## src/rtl/led_anim_gen.sv

```systemverilog
// LED animation generator: prescaled step strobe driving chase, fill/drain, bounce and breathe patterns.
// Optional breathe (PWM) mode is built only when LED_ANIM_BREATHE_EN is defined; otherwise mode 3 stays dark.
module led_anim_gen #(
    parameter int N     = 8,
    parameter int DIV_W = 16,
    parameter int PWM_W = 4
) (
    input  logic             clk,
    input  logic             rst,
    input  logic [1:0]       mode,
    input  logic [DIV_W-1:0] step_load,
    input  logic [PWM_W-1:0] brightness,
    output logic [N-1:0]     led_out,
    output logic             step_pulse
);

    localparam int POS_W = $clog2(N + 1);
    localparam logic [POS_W-1:0] POS_ZERO = POS_W'(0);
    localparam logic [POS_W-1:0] POS_ONE  = POS_W'(1);
    localparam logic [POS_W-1:0] POS_TOP  = POS_W'(N - 1);
    localparam logic [POS_W-1:0] POS_FULL = POS_W'(N);
    localparam logic [N-1:0]     LED_NONE = {N{1'b0}};
    localparam logic [N-1:0]     LED_ALL  = {N{1'b1}};
    localparam logic [N-1:0]     LED_LSB  = {{(N-1){1'b0}}, 1'b1};

    typedef enum logic {DIR_DOWN = 1'b0, DIR_UP = 1'b1} dir_t;

    logic [DIV_W-1:0] prescaler_r, prescaler_s;
    logic [1:0]       mode_r, mode_s;
    logic [POS_W-1:0] pos_r, pos_s;
    dir_t             dir_r, dir_s;
    logic [POS_W-1:0] fill_r, fill_s, fill_next_s;
    logic             fill_dn_r, fill_dn_s;
    logic [N-1:0]     led_r, led_s;
    logic             pulse_r, pulse_s;
    logic             hit_s;

`ifdef LED_ANIM_BREATHE_EN
    logic [PWM_W-1:0] duty_r, duty_s;
    logic             duty_dn_r, duty_dn_s;
    logic [PWM_W-1:0] pwm_cnt_r, pwm_cnt_s;
`else
    logic             brightness_unused_s;
    assign brightness_unused_s = ^brightness;
`endif

    assign led_out    = led_r;
    assign step_pulse = pulse_r;

    // Next-state computation for prescaler, pattern state and LED drive.
    always_comb begin
        prescaler_s = prescaler_r;
        mode_s      = mode_r;
        pos_s       = pos_r;
        dir_s       = dir_r;
        fill_s      = fill_r;
        fill_dn_s   = fill_dn_r;
        fill_next_s = fill_r;
        led_s       = led_r;
        pulse_s     = 1'b0;
`ifdef LED_ANIM_BREATHE_EN
        duty_s      = duty_r;
        duty_dn_s   = duty_dn_r;
        pwm_cnt_s   = pwm_cnt_r;
`endif
        // >= rather than == so a shrinking step_load ends the step at once.
        hit_s = (prescaler_r >= step_load);

        if (mode != mode_r) begin
            mode_s      = mode;
            prescaler_s = {DIV_W{1'b0}};
            pos_s       = POS_TOP;
            dir_s       = DIR_DOWN;
            fill_s      = POS_ZERO;
            fill_dn_s   = 1'b0;
            led_s       = LED_NONE;
            pulse_s     = 1'b0;
`ifdef LED_ANIM_BREATHE_EN
            duty_s      = {PWM_W{1'b0}};
            duty_dn_s   = 1'b0;
            pwm_cnt_s   = {PWM_W{1'b0}};
`endif
        end else begin
            if (hit_s) begin
                prescaler_s = {DIV_W{1'b0}};
                pulse_s     = 1'b1;
                case (mode_r)
                    2'd0: begin
                        led_s = LED_LSB << pos_r;
                        if (pos_r == POS_ZERO) begin
                            pos_s = POS_TOP;
                        end else begin
                            pos_s = pos_r - POS_ONE;
                        end
                    end
                    2'd1: begin
                        if (fill_dn_r == 1'b0) begin
                            fill_next_s = fill_r + POS_ONE;
                            fill_dn_s   = (fill_next_s == POS_FULL);
                        end else begin
                            fill_next_s = fill_r - POS_ONE;
                            fill_dn_s   = (fill_next_s != POS_ZERO);
                        end
                        fill_s = fill_next_s;
                        led_s  = ~(LED_ALL >> fill_next_s);
                    end
                    2'd2: begin
                        led_s = LED_LSB << pos_r;
                        if (dir_r == DIR_DOWN) begin
                            if (pos_r == POS_ZERO) begin
                                dir_s = DIR_UP;
                                pos_s = POS_ONE;
                            end else begin
                                pos_s = pos_r - POS_ONE;
                            end
                        end else begin
                            if (pos_r == POS_TOP) begin
                                dir_s = DIR_DOWN;
                                pos_s = POS_TOP - POS_ONE;
                            end else begin
                                pos_s = pos_r + POS_ONE;
                            end
                        end
                    end
                    2'd3: begin
`ifdef LED_ANIM_BREATHE_EN
                        if (duty_dn_r == 1'b0) begin
                            if (duty_r < brightness) begin
                                duty_s = duty_r + PWM_W'(1);
                            end else begin
                                duty_dn_s = 1'b1;
                                duty_s    = (duty_r != {PWM_W{1'b0}}) ? duty_r - PWM_W'(1) : {PWM_W{1'b0}};
                            end
                        end else begin
                            if (duty_r == {PWM_W{1'b0}}) begin
                                duty_dn_s = 1'b0;
                                duty_s    = (brightness != {PWM_W{1'b0}}) ? PWM_W'(1) : {PWM_W{1'b0}};
                            end else begin
                                duty_s = duty_r - PWM_W'(1);
                            end
                        end
`else
                        led_s = LED_NONE;
`endif
                    end
                    default: begin
                        led_s = LED_NONE;
                    end
                endcase
            end else begin
                prescaler_s = prescaler_r + DIV_W'(1);
            end
`ifdef LED_ANIM_BREATHE_EN
            // PWM output refreshes every cycle, not only on steps.
            pwm_cnt_s = pwm_cnt_r + PWM_W'(1);
            if (mode_r == 2'd3) begin
                led_s = (pwm_cnt_r < duty_r) ? LED_ALL : LED_NONE;
            end else begin
                led_s = led_s;
            end
`endif
        end
    end

    // State register with synchronous reset.
    always_ff @(posedge clk) begin
        if (rst) begin
            prescaler_r <= {DIV_W{1'b0}};
            mode_r      <= 2'd0;
            pos_r       <= POS_TOP;
            dir_r       <= DIR_DOWN;
            fill_r      <= POS_ZERO;
            fill_dn_r   <= 1'b0;
            led_r       <= LED_NONE;
            pulse_r     <= 1'b0;
`ifdef LED_ANIM_BREATHE_EN
            duty_r      <= {PWM_W{1'b0}};
            duty_dn_r   <= 1'b0;
            pwm_cnt_r   <= {PWM_W{1'b0}};
`endif
        end else begin
            prescaler_r <= prescaler_s;
            mode_r      <= mode_s;
            pos_r       <= pos_s;
            dir_r       <= dir_s;
            fill_r      <= fill_s;
            fill_dn_r   <= fill_dn_s;
            led_r       <= led_s;
            pulse_r     <= pulse_s;
`ifdef LED_ANIM_BREATHE_EN
            duty_r      <= duty_s;
            duty_dn_r   <= duty_dn_s;
            pwm_cnt_r   <= pwm_cnt_s;
`endif
        end
    end

endmodule

```

## config.mk

```make
export PLATFORM = sky130hd
export DESIGN_NAME = led_anim_gen
export DESIGN_NICKNAME = d
export VERILOG_FILES = /design/src/rtl/led_anim_gen.sv
export SDC_FILE = /design/constraint.sdc
export NUM_CORES = 1
export LEC_CHECK = 0
export ABC_AREA = 1
export CORE_MARGIN = 2
export CORE_UTILIZATION = 40
export DETAILED_ROUTE_END_ITERATION = 7
export GPL_TIMING_DRIVEN = 0
export HOLD_SLACK_MARGIN = 0.15
export SETUP_SLACK_MARGIN = 0.15
export SYNTH_ARGS = -nofsm -noshare
export SYNTH_HDL_FRONTEND = slang
export SYNTH_SLANG_ARGS = --single-unit
export TNS_END_PERCENT = 5
```

## constraint.sdc

```tcl
create_clock -name clk -period 2.2 [get_ports clk]
set_clock_uncertainty 0.1 [all_clocks]
set_input_delay 0.22 -clock clk [delete_from_list [all_inputs] [get_ports clk]]
set_output_delay 0.22 -clock clk [all_outputs]
set_load 0.05 [all_outputs]
```

### Yosys cells after proc, flatten, opt, wreduce, memory -nomap -nowiden

Cells that the tools add are included.

* register bits after elaboration: 37

* multiplexer cells: 15
* magnitude comparators: 1
* add/subtract/negate cells: 5
* reduce and logical (&&, ||, !) cells: 10
* equal/unequal tests: 6
* bitwise gates (word level): 1
* shift operators: 2

Operators with widths (count)
* 4-bit two-way mux: 8
* 8-bit case mux with 3 select lines: 1
* 16-bit by 1-bit adder with 16-bit output (second input constant): 1
* 16-bit greater-or-equal comparator: 1
* 4-bit by 1-bit adder with 4-bit output (second input constant): 2
* 8-bit NOT: 1
* 4-bit case mux with 2 select lines: 1
* 1-bit by 4-bit left shift with 8-bit output (first input constant): 1
* 8-bit by 4-bit right shift with 8-bit output (first input constant): 1
* 4-bit by 1-bit subtractor with 4-bit output (second input constant): 2
* 2-bit AND reduction: 3
* 1-bit two-way mux: 5
* 2-bit equality test (second input constant): 2
* 4-bit by 3-bit equality test with 1-bit output (second input constant): 1
* 4-bit equality test (second input constant): 1
* 4-bit logical NOT: 1
* 4-bit nonzero test: 1
* 2-bit OR reduction: 2
* 3-bit OR reduction: 1
* 2-bit by 1-bit equality test with 1-bit output (second input constant): 1
* 2-bit logical NOT: 1
* 2-bit != test: 1
* 2-bit nonzero test: 1

### Logic depth before layout (Yosys ltp)

Gate-level depths: netlist of the first run.

* depth after elaboration: 8
* mapped depth: 15
* gate-level depth less buffers: 14

### Worst setup path before layout of the first run

Ideal clock, no wire load.

* path type: register -> register
* from: register prescaler_r[7]
* to: register prescaler_r[0]
* arrival time: 1.582 ns
* slack: 0.454 ns
* path buffers: 1
* clock period less this slack: 1.746 ns
* cell stages (with the launch flop): 14
* cell sequence: dfxtp_1 > ha_1 > nand2_1 > inv_1 > nand2_1 > nand2_1 > nor2_1 > nand2_1 > nand2_1 > nand2_4 > nor2_8 > inv_4 > buf_6 > nor2_1

* cells in the longest elaborated chain, start to end: 2

Ends and longest elaborated chain
* start, declared: line 28 `logic [DIV_W-1:0] prescaler_r, prescaler_s;`
* start signal, assigned: line 168 `prescaler_r <= {DIV_W{1'b0}};`
* start signal, assigned: line 182 `prescaler_r <= prescaler_s;`
* 16-bit greater-or-equal comparator: line 67 `hit_s = (prescaler_r >= step_load);`
* 3-bit OR reduction (no source line)

No other way between the ends.
A chain may end at the register's enable or synchronous reset.

### Final worst setup path of the first run

* from: input port step_load[9]
* to: register prescaler_r[10]

* cells in the longest elaborated chain, start to end: 2

Ends and longest elaborated chain
* start, declared: line 11 `input logic [DIV_W-1:0] step_load,`
* 16-bit greater-or-equal comparator: line 67
* 3-bit OR reduction (no source line)

No other way between the ends.

==> impl_metrics.ini, run 1 <==
[floorplanning]
core_um2 = 5920
die_w_um = 82.3
die_y_um = 82.3
row_count = 28
pin_count = 33
start_util_pct = 41.5
dieArea_um2 = 6780

[setup_path]
cp-end-kind = flip-flop
critical_path_buf_inv_count = 4
crit_type = in2reg
worstPathRequired_ns = 2.33
cpMaxStageDelayCell = clkdlybuf4s50_1
cp-start-kind = primary input
critical_path.cell_chain = clkdlybuf4s50_1 > inv_1 > ha_1 > a21oi_1 > o21ai_1 > a21oi_2 > nand2_8 > nor2_8 > inv_4 > buf_6 > nor2_1
cp_max_fo = 10
cp_num_cells = 11
critPathTopFamily = buffers and inverters
worstPathArrival_ns = 2.13
cpPeakStageDelay_ns = 0.45
rr_endpoint = prescaler_r[10]$_SDFF_PP0_
r2r_slack_ns = 0.22
reg2reg_from = prescaler_r[9]$_SDFF_PP0_
reg2reg_depth = 9

[cells_and_area]
fillCellCount = 589
drive_gt1_share_pct = 9.95
multiInputGateArea_um2 = 1550
fin_area_um2 = 3090
area_delta_synth_final_pct = 26.0
final_common_cell = nand2_1
nNetsFinal = 442
layout_common_cells = 91 x nand2_1, 48 x inv_1, 37 x dfxtp_1, 31 x nor2_1, 30 x nand3_1
n_antenna_cell = 0
seqCellArea_um2 = 741

[synth]
synth_nets = 402
synth_seq_cells = 37
synth_area_um2 = 2450
yosys_most_used_dff = dfxtp_1
syn_avg_cell_area_um2 = 6.99
synth_edf_count = 0
ys_seq_area_share_pct = 30.2
synth-warning-count = 0
async_flop_share_pct = 0
ys_types = 31
syn_inst = 351

[timing]
slew_viol_final = 0
worst_slew_margin_rel_pct = 66.9
fmax_mhz = 500
min_period_ns = 2.00
setup_viol_count_final = 0
worst_slack_ns = 0.200
rsz0062_at_grt = true
fin_crit_sh_pct = 90.9
worstMarginPinSlew_ns = 0.495
finalHoldViolations = 0

[place]
place_area_um2 = 2830
port_buffers = 28
place_ws_ns = -0.216
dpl.hpwl_um = 4000
place_congestion = 0.881

[min_path]
hold_depth = 2
hp-class = reg2reg
whs_endpoint = led_out[5]$_SDFFE_PP0P_
min_from = led_out[5]$_SDFFE_PP0P_

[global_route]
grt-ovfl-total = 0
grtUsageMet2_pct = 29.8
busiest_layer = met2
grt_usage_pct = 16.2
use_met3_pct = 2.93
use_met1_pct = 19.1
grt_pass1_wl_um = 8620
antenna_found_initial = 0
grt_pass1_vias = 2010
grt_max_degree = 14

[route]
vias = 2264
remaining_drc_errors = 0
dr.pass1.iters = 4
drt-initial-drc-count = 46
via_per_inst = 4.85
wl_per_cell_um = 11.2
ant_nets = 0
wl_um = 5230

[power_and_ir_drop]
ir_drop_mv = 0.386
p_leak_nw = 1.39
power.density_nw_per_um2 = 486

[run]
cap_violations = 0

[clocking]
cts_buffer_depth = 2
clock_latency_ns = 0.29
cts_buffers = 5
clk_pin_slew_ns = 0.08
clock-root-buffer = clkbuf_8
clock_sinks = 37
ctsHoldBuffers = 0
cts_tree = built
cts-htree-levels = 2

[outcome]
status = completed
==> routing by layer <==
metal | part of all wire, % | vias up
met2 | 50 | 30
li1 | - | 1216
met4 | 1.1 | 0
met1 | 46 | 1011
met5 | 0 | -
met3 | 3.3 | 7
==> worst max-delay path by stage <==
stage | start | end
4_1_cts | step_load[7] | prescaler_r[8]$_SDFF_PP0_
3_3_place_gp | step_load[7] | prescaler_r[0]$_SDFF_PP0_
2_1_floorplan | prescaler_r[7]$_SDFF_PP0_ | prescaler_r[0]$_SDFF_PP0_
5_1_grt | step_load[5] | prescaler_r[10]$_SDFF_PP0_
3_5_place_dp | step_load[7] | prescaler_r[8]$_SDFF_PP0_
6_report | step_load[9] | prescaler_r[10]$_SDFF_PP0_
==> cell usage after synthesis, drive strengths merged, types with 7 or more instances <==
library cell / number / area [um2]
nand2: 93 / 357
xor2: 7 / 61.3
xnor2: 7 / 61.3
nand4: 7 / 43.8
ha: 27 / 338
inv: 50 / 190
nor2: 34 / 149
nor3: 10 / 66.3
nand3: 31 / 168
a21oi: 25 / 133
o21ai: 11 / 62.6
dfxtp: 37 / 741
==> timing repair <==
| action | in CTS | in global routing |
|---|---|---|
| cloned | 0 | 1 |
| pin swaps | 2 | 4 |
| resized for setup | 1 | 10 |
| buffers inserted | 2 | 2 |
| setup endpoints to repair | 10 | 29 |
==> stage by stage <==
stage          total power [mW]  cells  hold slack, ns  utilization (%)  TNS, ns
2_1_floorplan             0.753    351           0.192                -        0
6_report                   1.50    467           0.350             52.2        0
5_1_grt                    1.57    467           0.363             52.2        0
3_3_place_gp              0.801    454           0.343             47.8    -3.32
3_5_place_dp              0.803    454           0.341             47.8    -4.35
4_1_cts                    1.52    464           0.354             50.4        0
==> worst register-to-register path, stage by stage, from the launching register on <==
cell	delay, ns
dfxtp_1	0.43
ha_1	0.28
a21oi_1	0.15
o21ai_1	0.08
a21oi_2	0.30
nand2_8	0.15
nor2_8	0.13
inv_4	0.06
buf_6	0.14
nor2_1	0.10
==> kinds of logic after synthesis <==
kind of cell             after synthesis  share of synthesized area, %
flip-flops                            37                          30.2
adder cells (fa/ha/maj)               27                          13.8
buffers and inverters                 56                          9.43
XOR/XNOR                              14                          5.00
AND/OR/NAND/NOR                      177                          32.5
AO/OA/AOI/OAI                         40                          9.17
==> final cells by class <==
class | count | share of cell area [%]
plain buffers | 6 | 1.46
clock buffers | 5 | 2.22
clock inverters | 3 | 2.22
inverters | 50 | 6.15
multi-input cells | 258 | 50.1
flip-flops and latches | 37 | 23.9
well taps | 75 | 3.03
repair buffers | 33 | 10.8
==> where the power goes <==
part,leakage [nW],switching (mW),internal (mW)
combinational,1.02,0.0583,0.0568
clock,0.0687,0.255,0.456
sequential,0.299,0.00354,0.673
==> registers in the layout, summed over array words and instances, names as in the netlist <==
name and count:
mode_r 2, fill_r 4, fill_dn_r 1, pos_r 4
step_pulse 1, led_out 8, prescaler_r 16, dir_r 1
No activity file was read; power rests on OpenSTA's default activity.
==> run 2: changes to the inputs <==
--- a/config.mk
+++ b/config.mk
@@ -9,8 +9,8 @@
 export CORE_MARGIN = 2
 export CORE_UTILIZATION = 40
 export DETAILED_ROUTE_END_ITERATION = 7
-export GPL_TIMING_DRIVEN = 0
 export HOLD_SLACK_MARGIN = 0.15
+export PLACE_DENSITY_LB_ADDON = 0.25
 export SETUP_SLACK_MARGIN = 0.15
 export SYNTH_ARGS = -nofsm -noshare
 export SYNTH_HDL_FRONTEND = slang
==> impl_metrics.ini, run 2 (synthesis gave the netlist of run 1 again) <==
[global_route]
grt_usage_pct = 15.6
grt_pass1_wl_um = 8490
grt_max_degree = 17
antenna_found_initial = 0
grt_pass1_vias = 2056
grt-ovfl-total = 0

[clocking]
cts_buffer_depth = 2
clk_pin_slew_ns = 0.07
clock_sinks = 37
cts_buffers = 5
clock_latency_ns = 0.28
clock-root-buffer = clkbuf_8
cts-htree-levels = 2
cts_tree = built

[setup_path]
worstPathArrival_ns = 2.05
rr_endpoint = led_out[2]$_SDFFE_PP0P_
crit_type = in2reg
worstPathRequired_ns = 2.33
reg2reg_from = prescaler_r[0]$_SDFF_PP0_
reg2reg_depth = 12
r2r_slack_ns = 0.35
cp_max_fo = 8
cp-end-kind = flip-flop
cp-start-kind = primary input

[timing]
hold_ws_ns = 0.351
finalSetupTns_ns = 0
worst_slack_ns = 0.285
min_period_ns = 1.91
worstMarginPinSlew_ns = 0.527
finalHoldViolations = 0
slew_viol_final = 0
rsz0062_at_grt = false
fin_crit_sh_pct = 87.0
worst_slew_margin_rel_pct = 64.8
setup_viol_count_final = 0
fmax_mhz = 522

[floorplanning]
die_w_um = 82.3
row_count = 28
core_um2 = 5920
start_util_pct = 41.5
die_y_um = 82.3
pin_count = 33
dieArea_um2 = 6780

[place]
place_ws_ns = -0.0375
place_area_um2 = 2860
place_congestion = 0.884
dpl.hpwl_um = 3730
port_buffers = 28

[min_path]
whs_endpoint = led_out[4]$_SDFFE_PP0P_
hold_depth = 2
min_from = led_out[4]$_SDFFE_PP0P_
hp-class = reg2reg

[route]
wl_um = 5020
via_per_inst = 4.87
remaining_drc_errors = 0
dr.pass1.iters = 4
wl_per_cell_um = 10.7
drt-initial-drc-count = 75
vias = 2279
ant_nets = 0

[run]
cap_violations = 0

[cells_and_area]
n_antenna_cell = 0
final_common_cell = nand2_1
area_delta_synth_final_pct = 22.4
fin_area_um2 = 3000
multiInputGateArea_um2 = 1530
drive_gt1_share_pct = 9.67
seqCellArea_um2 = 741
layout_common_cells = 91 x nand2_1, 47 x inv_1, 37 x dfxtp_1, 31 x nor2_1, 30 x nand3_1
nNetsFinal = 443
largest_register = prescaler_r
largest_register_ffs = 16
fillCellCount = 592

[power_and_ir_drop]
ir_drop_mv = 0.225
power.density_nw_per_um2 = 414
p_leak_nw = 1.37

[outcome]
status = completed
[run 2: cell count changes in the layout (fill, tap and decap cells not counted), sizes merged]
cell,previous run,this run
clkbuf,9,6
buf,7,11
clkinv,0,2
inv,51,50
nand2,93,94
bufinv,2,0
[run 2: where the power goes]
| part | total, mW | switching [mW] | internal [mW] |
|---|---|---|---|
| Combinational | 0.111 | 0.0564 | 0.0543 |
| Sequential | 0.676 | 0.00363 | 0.673 |
| Clock | 0.456 | 0.237 | 0.220 |
[run 2: cell type report]
type	instances	share of cell area, %
timing repair buffer	39	12.3
multi-input combinational	259	50.8
inverter	50	6.33
clock buffer	6	2.42
sequential	37	24.7
clock inverter	2	0.333
tap	75	3.12
[run 2: metrics by stage]
stage,utilization (%),std cells,total power [mW]
4_1_cts,49.6,465,1.26
2_1_floorplan,-,351,0.753
6_report,50.7,468,1.24
3_3_place_gp,48.2,457,0.799
3_5_place_dp,48.2,457,0.801
5_1_grt,50.7,468,1.31
[run 2: how the worst max path moves through the flow]
stage / cells after the start / slack, ns / start / end
global placement: 10 / -0.002 / step_load[13] / pos_r[3]$_SDFFE_PP0P_
finish: 12 / 0.29 / step_load[15] / led_out[2]$_SDFFE_PP0P_
floorplan: 13 / 0.45 / prescaler_r[7]$_SDFF_PP0_ / prescaler_r[0]$_SDFF_PP0_
detailed placement: 15 / -0.04 / step_load[7] / dir_r$_SDFFE_PP0P_
global route: 12 / 0.15 / step_load[15] / led_out[1]$_SDFFE_PP0P_
CTS: 15 / 0.24 / step_load[7] / dir_r$_SDFFE_PP0P_
[run 2: critical path, stage by stage]
cell	delay [ns]
clkdlybuf4s50_1	0.45
inv_1	0.04
ha_1	0.28
nand2_1	0.09
o21ai_0	0.22
a21oi_2	0.05
buf_4	0.16
buf_4	0.14
a21oi_2	0.13
buf_6	0.14
nand2_1	0.06
nand2_1	0.06
[run 2: what timing repair did]
item                                    in CTS  in global routing
hold buffers                                 0                  0
endpoints found under the setup margin       0                 19
resized for setup                            0                  9
hold endpoints to repair                     0                  0
setup buffers                                0                  2
[run 2: per-layer routing]
layer | vias to the layer above | routed length (um) | track usage (%)
met4 | 0 | 72 | 6.67
met1 | 1017 | 2420 | 18.7
met3 | 8 | 174 | 2.50
met2 | 38 | 2350 | 27.6
li1 | 1216 | - | -
met5 | - | 0 | 0
==> run 3: changes to the inputs <==
==> constraint.sdc (replaced) <==
create_clock -name clk -period 2.1 [get_ports clk]
set_clock_uncertainty 0.1 [all_clocks]
set_input_delay 0.21 -clock clk [delete_from_list [all_inputs] [get_ports clk]]
set_output_delay 0.21 -clock clk [all_outputs]
set_load 0.05 [all_outputs]
==> impl_metrics.ini, run 3 (synthesis gave the netlist of run 1 again) <==
[timing]
finalSetupTns_ns = 0
rsz0062_at_grt = true
slew_viol_final = 0
worstMarginPinSlew_ns = 0.519
setup_viol_count_final = 0
finalHoldViolations = 0
min_period_ns = 1.90
fin_crit_sh_pct = 90.5
fmax_mhz = 526
worst_slew_margin_rel_pct = 65.3

[cells_and_area]
fin_cells = 472
nNetsFinal = 447
layout_common_cells = 89 x nand2_1, 48 x inv_1, 35 x dfxtp_1, 31 x nor2_1, 30 x nand3_1
drive_gt1_share_pct = 13.6
largest_register = prescaler_r
n_antenna_cell = 0
fin_area_um2 = 3110
largest_register_ffs = 16
area_delta_synth_final_pct = 26.9
final_common_cell = nand2_1

[global_route]
grt_max_degree = 17
antenna_found_initial = 0
grt_pass1_vias = 2049
grt_pass1_wl_um = 8160
grt_usage_pct = 15.2
grt-ovfl-total = 0

[setup_path]
startpoint = step_load[7]
rr_endpoint = led_out[6]$_SDFFE_PP0P_
r2r_slack_ns = 0.25
crit_type = in2reg
cp-end-kind = flip-flop
cp_max_fo = 6
cp-endpoint = dir_r$_SDFFE_PP0P_
worstPathRequired_ns = 2.22
reg2reg_from = prescaler_r[11]$_SDFF_PP0_
worstPathArrival_ns = 2.02
cp-start-kind = primary input
reg2reg_depth = 9

[power_and_ir_drop]
power.density_nw_per_um2 = 421
ir_drop_mv = 0.233
p_leak_nw = 1.39

[floorplanning]
die_w_um = 82.3
start_util_pct = 41.5
pin_count = 33
dieArea_um2 = 6780
core_um2 = 5920
die_y_um = 82.3
row_count = 28

[outcome]
status = completed

[clocking]
cts_tree = built
cts_buffers = 5
ctsHoldBuffers = 0
clk_pin_slew_ns = 0.07
clock_sinks = 37
cts-htree-levels = 2
cts_buffer_depth = 2
clock-root-buffer = clkbuf_8
clock_latency_ns = 0.28

[route]
remaining_drc_errors = 0
dr.pass1.iters = 4
vias = 2278
ant_nets = 0
wl_um = 5200
dr_wl_met3_um = 175
drt-initial-drc-count = 62
wl_met2_um = 2450
wl_per_cell_um = 11.0
wl_met1_um = 2510
via_per_inst = 4.83
top_layer_used = met4

[place]
port_buffers = 28
placedCellCount = 460
dpl.hpwl_um = 3780
place_congestion = 0.883
place_area_um2 = 2880

[min_path]
hold_depth = 1
min_from = prescaler_r[0]$_SDFF_PP0_
hp-class = reg2reg

[run]
cap_violations = 0
[run 3: cell count changes in the layout (fill, tap and decap cells not counted), moves of 2 or more]
cell     previous run  this run
ha_1               26        22
nand2_4             3         1
dfxtp_2             0         2
buf_4               9        12
dfxtp_1            37        35
a21oi_1            23        19
ha_4                1         5
nand2_1            91        89
a21oi_2             2         5
nand2_2             0         4
[run 3: timing repair]
item,in CTS,in global routing
endpoints found under the setup margin,0,33
resized for setup,0,24
hold endpoints to repair,0,0
setup buffers,0,3
[run 3: metal layers]
metal / global-route usage (%) / up-vias
li1: - / 1218
met1: 18.0 / 1013
met2: 27.5 / 38
met3: 2.61 / 9
met4: 5.00 / 0
met5: 0 / -
[run 3: final cells by class]
class	count	area (um2)
Multi-Input combinational cell	259	1600
Fill cell	599	2810
Timing Repair Buffer	43	407
Inverter	50	193
Clock buffer	6	72.6
Sequential cell	37	743
Clock inverter	2	10.0
Tap cell	75	93.8
[run 3: critical path: stages]
cell and delay, ns:
clkdlybuf4s50_1 0.45, inv_1 0.06, ha_4 0.27, nand2_1 0.05
inv_1 0.07, nand2_1 0.08, nor2_1 0.09, nor2_1 0.05
nand2_1 0.07, nand2_2 0.09, nand2_4 0.17, buf_4 0.14
nand3_1 0.08, a21oi_2 0.15
[run 3: stage by stage]
step / setup WS [ns] / power, mW / utilization (%) / hold slack, ns
after floorplan: 0.354 / 0.789 / - / 0.182
after global placement: -0.102 / 0.838 / 48.6 / 0.341
after detailed placement: -0.118 / 0.839 / 48.6 / 0.343
after CTS: 0.178 / 1.32 / 50.0 / 0.355
after global routing: 0.0750 / 1.37 / 52.6 / 0.365
final: 0.199 / 1.31 / 52.6 / 0.337
[run 3: worst min path at each step]
stage	to
6_report	prescaler_r[0]$_SDFF_PP0_
5_1_grt	prescaler_r[0]$_SDFF_PP0_
4_1_cts	led_out[3]$_SDFFE_PP0P_
3_5_place_dp	led_out[3]$_SDFFE_PP0P_
3_3_place_gp	led_out[2]$_SDFFE_PP0P_
2_1_floorplan	mode_r[0]$_SDFFE_PP0P_
[run 3: report_power, final]
group / total [mW] / switching, mW / internal (mW)
sequential: 0.709 / 0.00398 / 0.705
clock: 0.478 / 0.248 / 0.230
combinational: 0.124 / 0.0641 / 0.0601
total: 1.31 / 0.316 / 0.995
